### src/rtl/core_bus_arbiter.sv
// Two-core round-robin bus arbiter: latches the winner's request onto the shared bus until bus_ack.
// Optional hold timeout is compiled in with `define ARB_TIMEOUT_EN (limit MAX_HOLD cycles).
module core_bus_arbiter #(
  parameter int ADDR_W   = 32,
  parameter int DATA_W   = 32,
  parameter int MAX_HOLD = 64
) (
  input  logic              clk,
  input  logic              reset,
  input  logic [1:0]        req,
  input  logic [ADDR_W-1:0] addr0,
  input  logic [ADDR_W-1:0] addr1,
  input  logic [DATA_W-1:0] wdata0,
  input  logic [DATA_W-1:0] wdata1,
  input  logic              we0,
  input  logic              we1,
  output logic [1:0]        gnt,
  output logic [1:0]        ack,
  output logic [1:0]        err,
  output logic [DATA_W-1:0] rdata,
  output logic              bus_valid,
  output logic [ADDR_W-1:0] bus_addr,
  output logic [DATA_W-1:0] bus_wdata,
  output logic              bus_we,
  input  logic              bus_ack,
  input  logic [DATA_W-1:0] bus_rdata
);

  typedef enum logic {S_IDLE = 1'b0, S_BUSY = 1'b1} state_t;

  state_t r_state;
  logic   r_ptr;
  logic   w_pick1;
  logic   w_timeout;
  logic   w_done;

  // r_ptr = 1 means core 1 wins a tie
  assign w_pick1 = req[1] & (~req[0] | r_ptr);
  assign ack     = gnt & {2{bus_ack}};
  assign rdata   = bus_rdata;

`ifdef ARB_TIMEOUT_EN
  localparam int HOLD_W = (MAX_HOLD > 2) ? $clog2(MAX_HOLD) : 1;
  localparam logic [HOLD_W-1:0] HOLD_LIMIT = HOLD_W'(MAX_HOLD - 1);

  logic [HOLD_W-1:0] r_hold;

  assign w_timeout = (r_state == S_BUSY) & ~bus_ack & (r_hold == HOLD_LIMIT);
  assign err       = gnt & {2{w_timeout}};
`else
  assign w_timeout = 1'b0;
  assign err       = 2'b00;
`endif

  assign w_done = bus_ack | w_timeout;

  always_ff @(posedge clk or negedge reset) begin
    if (!reset) begin
      r_state   <= S_IDLE;
      r_ptr     <= 1'b0;
      gnt       <= 2'b00;
      bus_valid <= 1'b0;
      bus_addr  <= '0;
      bus_wdata <= '0;
      bus_we    <= 1'b0;
`ifdef ARB_TIMEOUT_EN
      r_hold    <= '0;
`endif
    end else begin
      case (r_state)
        S_IDLE: begin
          if (|req) begin
            gnt       <= w_pick1 ? 2'b10 : 2'b01;
            bus_addr  <= w_pick1 ? addr1 : addr0;
            bus_wdata <= w_pick1 ? wdata1 : wdata0;
            bus_we    <= w_pick1 ? we1 : we0;
            bus_valid <= 1'b1;
            r_state   <= S_BUSY;
`ifdef ARB_TIMEOUT_EN
            r_hold    <= '0;
`endif
          end
        end
        S_BUSY: begin
          if (w_done) begin
            // hand the tie-break to whichever core was not just served
            r_ptr     <= gnt[0];
            gnt       <= 2'b00;
            bus_valid <= 1'b0;
            r_state   <= S_IDLE;
          end
`ifdef ARB_TIMEOUT_EN
          else begin
            r_hold <= r_hold + 1'b1;
          end
`endif
        end
        default: r_state <= S_IDLE;
      endcase
    end
  end

endmodule
### config.mk
export PLATFORM = sky130hd
export DESIGN_NAME = core_bus_arbiter
export DESIGN_NICKNAME = d
export VERILOG_FILES = /design/src/rtl/core_bus_arbiter.sv
export SDC_FILE = /design/constraint.sdc
export NUM_CORES = 1
export LEC_CHECK = 0
export CORE_MARGIN = 2
export CORE_UTILIZATION = 33
export DETAILED_ROUTE_END_ITERATION = 12
export PLACE_DENSITY = 0.79
export SETUP_SLACK_MARGIN = 0.3
export SYNTH_ARGS = -nofsm -noshare
export SYNTH_HDL_FRONTEND = slang
export SYNTH_SLANG_ARGS = --single-unit
### constraint.sdc
create_clock -name clk -period 1.6 [get_ports clk]
set_input_delay 0.16 -clock clk [delete_from_list [all_inputs] [get_ports clk]]
set_output_delay 0.16 -clock clk [all_outputs]
set_load 0.02 [all_outputs]
==> insert_results.sql <==
INSERT INTO impl_metrics (metric_group, metric, value, unit) VALUES
('grt', 'grt_pass1_vias', '3139', ''),
('grt', 'grt_max_degree', '71', ''),
('yosys', 'post_synth_mux_area_share', '0.00340', ''),
('worst_setup_path', 'r2r_setup_slack', '200', 'ps'),
('placement', 'placement.io_buffers', '204', ''),
('placement', 'placed_area', '0.00529', 'sq mm'),
('finish', 'nFillCells', '842', ''),
('yosys', 'syn_avg_cell_area', '12.3', 'sq um'),
('timing', 'timing.setup.tns', '0', 'ps'),
('power', 'combinationalPowerShare', '0.372', ''),
('yosys', 'post_synth_fa_ha_maj_area_fraction', '0', ''),
('yosys', 'combinational_family_with_the_most_area_after_synthesis', 'compound AO/OA/AOI/OAI gates', ''),
('floorplan', 'starting_density', '0.339', ''),
('power', 'net-switching-power', '2220', 'uW'),
('grt', 'grt_pass1_wl', '16600', 'um'),
('power', 'clock_power_share', '0.283', ''),
('yosys', 'synth_compound_gate_area_share', '0.214', ''),
('timing', 'drv_slew', '0', ''),
('worst_setup_path', 'cp_data_required_time', '1800', 'ps'),
('outcome', 'status', 'completed', ''),
('detailed_routing', 'vias', '3038', ''),
('worst_setup_path', 'end_kind', 'register', ''),
('placement', 'gp_routability_congestion', '0.799', ''),
('finish', 'drive_gt1_frac', '0.115', ''),
('detailed_routing', 'route.antenna.remaining_nets', '0', ''),
('timing', 'fin_crit_sh', '0.873', ''),
('timing', 'fmax', '716', 'MHz'),
('yosys', 'synth_area_in_simple_gates', '0.130', ''),
('detailed_routing', 'totalWireLength', '11500', 'um'),
('detailed_routing', 'first_pass_iters', '4', ''),
('worst_setup_path', 'timing.critical_path.arrival', '1600', 'ps'),
('floorplan', 'io-pin-count', '271', ''),
('yosys', 'synth-xor-area-share', '0', ''),
('timing', 'hold_violations', '0', ''),
('worst_setup_path', 'regToRegStartpoint', 'r_ptr', ''),
('timing', 'layout_min_cycle_time', '1400', 'ps'),
('worst_setup_path', 'timing.reg2reg.worst_path_depth', '3', ''),
('power', 'power.switching_fraction', '0.315', ''),
('clocking', 'cts.sinks', '70', ''),
('floorplan', 'die_height', '104', 'um'),
('power', 'powerDensity', '1230', 'mW/mm^2'),
('clocking', 'clk_path_buf_depth', '2', ''),
('floorplan', 'chipWidth', '104', 'um'),
('yosys', 'number_of_cells_produced_by_synthesis', '270', ''),
('detailed_routing', 'wire_per_inst', '19.3', 'um'),
('placement', 'dp.cells', '566', ''),
('finish', 'areaGrowthSynthToFinish', '72.5', '%'),
('grt', 'grt_usage', '0.193', ''),
('clocking', 'cts_root_buf', 'sky130_fd_sc_hd__clkbuf_8', ''),
('yosys', 'ys.warnings.count', '0', ''),
('placement', 'post-dp-hpwl', '7530', 'um'),
('floorplan', 'std_cell_rows', '36', ''),
('worst_setup_path', 'startpoint_type', 'register', ''),
('grt', 'grt_overflow_total', '0', ''),
('power', 'pwr-share-seq', '0.345', ''),
('min_path', 'min_to', 'r_state', ''),
('worst_setup_path', 'worstSetupPathType', 'reg -> reg', ''),
('run', 'max_cap_violations', '0', ''),
('worst_setup_path', 'path_max_fanout', '10', ''),
('min_path', 'min_path_type', 'in -> reg', ''),
('timing', 'finalSetupViolations', '0', ''),
('clocking', 'cts_tree', 'built', ''),
('finish', 'postLayoutCellArea', '0.00572', 'sq mm'),
('timing', 'finalClockSkew', '15.1', 'ps'),
('worst_setup_path', 'critical_path.reg2reg.endpoint', 'bus_wdata[16]', ''),
('clocking', 'worst_skew_pair.late_latency', '340', 'ps'),
('timing', 'grt_setup_unrepaired', 'yes', ''),
('finish', 'antenna-diode-count', '0', ''),
('grt', 'antenna_violations_before_repair', '0', ''),
('finish', 'finish.cell_count_without_fillers', '595', ''),
('detailed_routing', 'drt_first_iter_violations', '157', '');
[cell families after synthesis]
logic type,after synthesis
AOI/OAI and AO/OA,71
DFF,70
and+or+nand+nor,70
buffers and inverters,57
muxes,1
other,1
[how the worst max path moves through the flow]
stage,to,startpoint
final,bus_wdata[16],r_ptr
after global routing,bus_addr[31],r_state
after CTS,ack[0],gnt[0]
after detailed placement,bus_addr[17],req[0]
after global placement,bus_addr[17],req[0]
after floorplan,bus_addr[0],r_state
[power groups by stage]
stage               logic, uW  clock network [uW]  registers (uW)
finish                   2630                1990            2440
global route             2780                2100            2490
CTS                      2570                2030            2440
detailed placement       2820                   0            2470
global placement         2760                   0            2470
floorplan                 902                   0            3000
[registers in the layout (all words and copies together), names as in the netlist]
signal	flops
bus_addr	32
bus_wdata	32
gnt	2
bus_valid	1
bus_we	1
r_ptr	1
r_state	1
[final cells by class]
type                    instances  area, sq um  share of cell area
repair buffers                230         2330               0.407
flip-flops and latches         70         1750               0.306
multi-input cells             144         1180               0.207
well taps                     133          166              0.0291
clock buffers                  11          151              0.0265
clock inverters                 5          129              0.0225
inverters                       2         7.51             0.00131
[per-stage QoR]
| step | setup slack, ps | total power [uW] |
|---|---|---|
| after floorplan | 256 | 3900 |
| after global placement | -55.4 | 5230 |
| after detailed placement | -89.9 | 5290 |
| after CTS | 161 | 7040 |
| after global routing | 171 | 7370 |
| final | 204 | 7060 |
[Yosys cell counts]
cell type,count,share of area
sky130_fd_sc_hd__and2_1,63,0.12
sky130_fd_sc_hd__inv_1,1,0.0011
sky130_fd_sc_hd__mux2_2,1,0.0034
sky130_fd_sc_hd__buf_2,5,0.0075
sky130_fd_sc_hd__clkbuf_1,8,0.0091
sky130_fd_sc_hd__o31a_1,1,0.0026
sky130_fd_sc_hd__buf_4,34,0.077
sky130_fd_sc_hd__and2_0,4,0.0075
sky130_fd_sc_hd__nand2_1,3,0.0034
sky130_fd_sc_hd__inv_2,1,0.0011
sky130_fd_sc_hd__o21bai_2,1,0.0034
sky130_fd_sc_hd__a31o_2,2,0.0053
sky130_fd_sc_hd__conb_1,1,0.0011
sky130_fd_sc_hd__buf_6,8,0.027
sky130_fd_sc_hd__a221o_1,65,0.20
sky130_fd_sc_hd__dfrtp_1,70,0.53
sky130_fd_sc_hd__o211a_1,1,0.0030
sky130_fd_sc_hd__a211oi_2,1,0.0038
[cells in the final DEF, fill, tap and decap left out, drive strengths merged, types with 2 or more instances in the layout]
| master | count |
|---|---|
| dlygate4sd2 | 67 |
| clkdlybuf4s50 | 131 |
| inv | 2 |
| and2 | 67 |
| a221o | 65 |
| dfrtp | 70 |
| a31o | 2 |
| clkbuf | 15 |
| conb | 2 |
| buf | 24 |
| nand2 | 3 |
| dlymetal6s2s | 2 |
| bufinv | 4 |
[layer usage]
| metal | vias to the layer above | global-route usage | routed length [um] |
|---|---|---|---|
| li1 | 1355 | - | - |
| met1 | 1492 | 0.232 | 4670 |
| met2 | 156 | 0.336 | 5830 |
| met3 | 35 | 0.0508 | 804 |
| met4 | 0 | 0.0656 | 191 |
| met5 | - | 0 | 0 |
[what timing repair did]
item	CTS	global route
hold buffers	1	0
pin swaps	1	6
endpoints found under the hold margin	70	0
buffers inserted	3	1
cloned	2	6
endpoints found under the setup margin	136	69
gates resized for setup	86	10
[worst max-delay path, stage by stage, from the launching register on]
cell	delay, ps
sky130_fd_sc_hd__dfrtp_2	450
sky130_fd_sc_hd__o211a_4	320
sky130_fd_sc_hd__buf_12	170
sky130_fd_sc_hd__a221o_1	310
(Power assumes the default switching activity.)
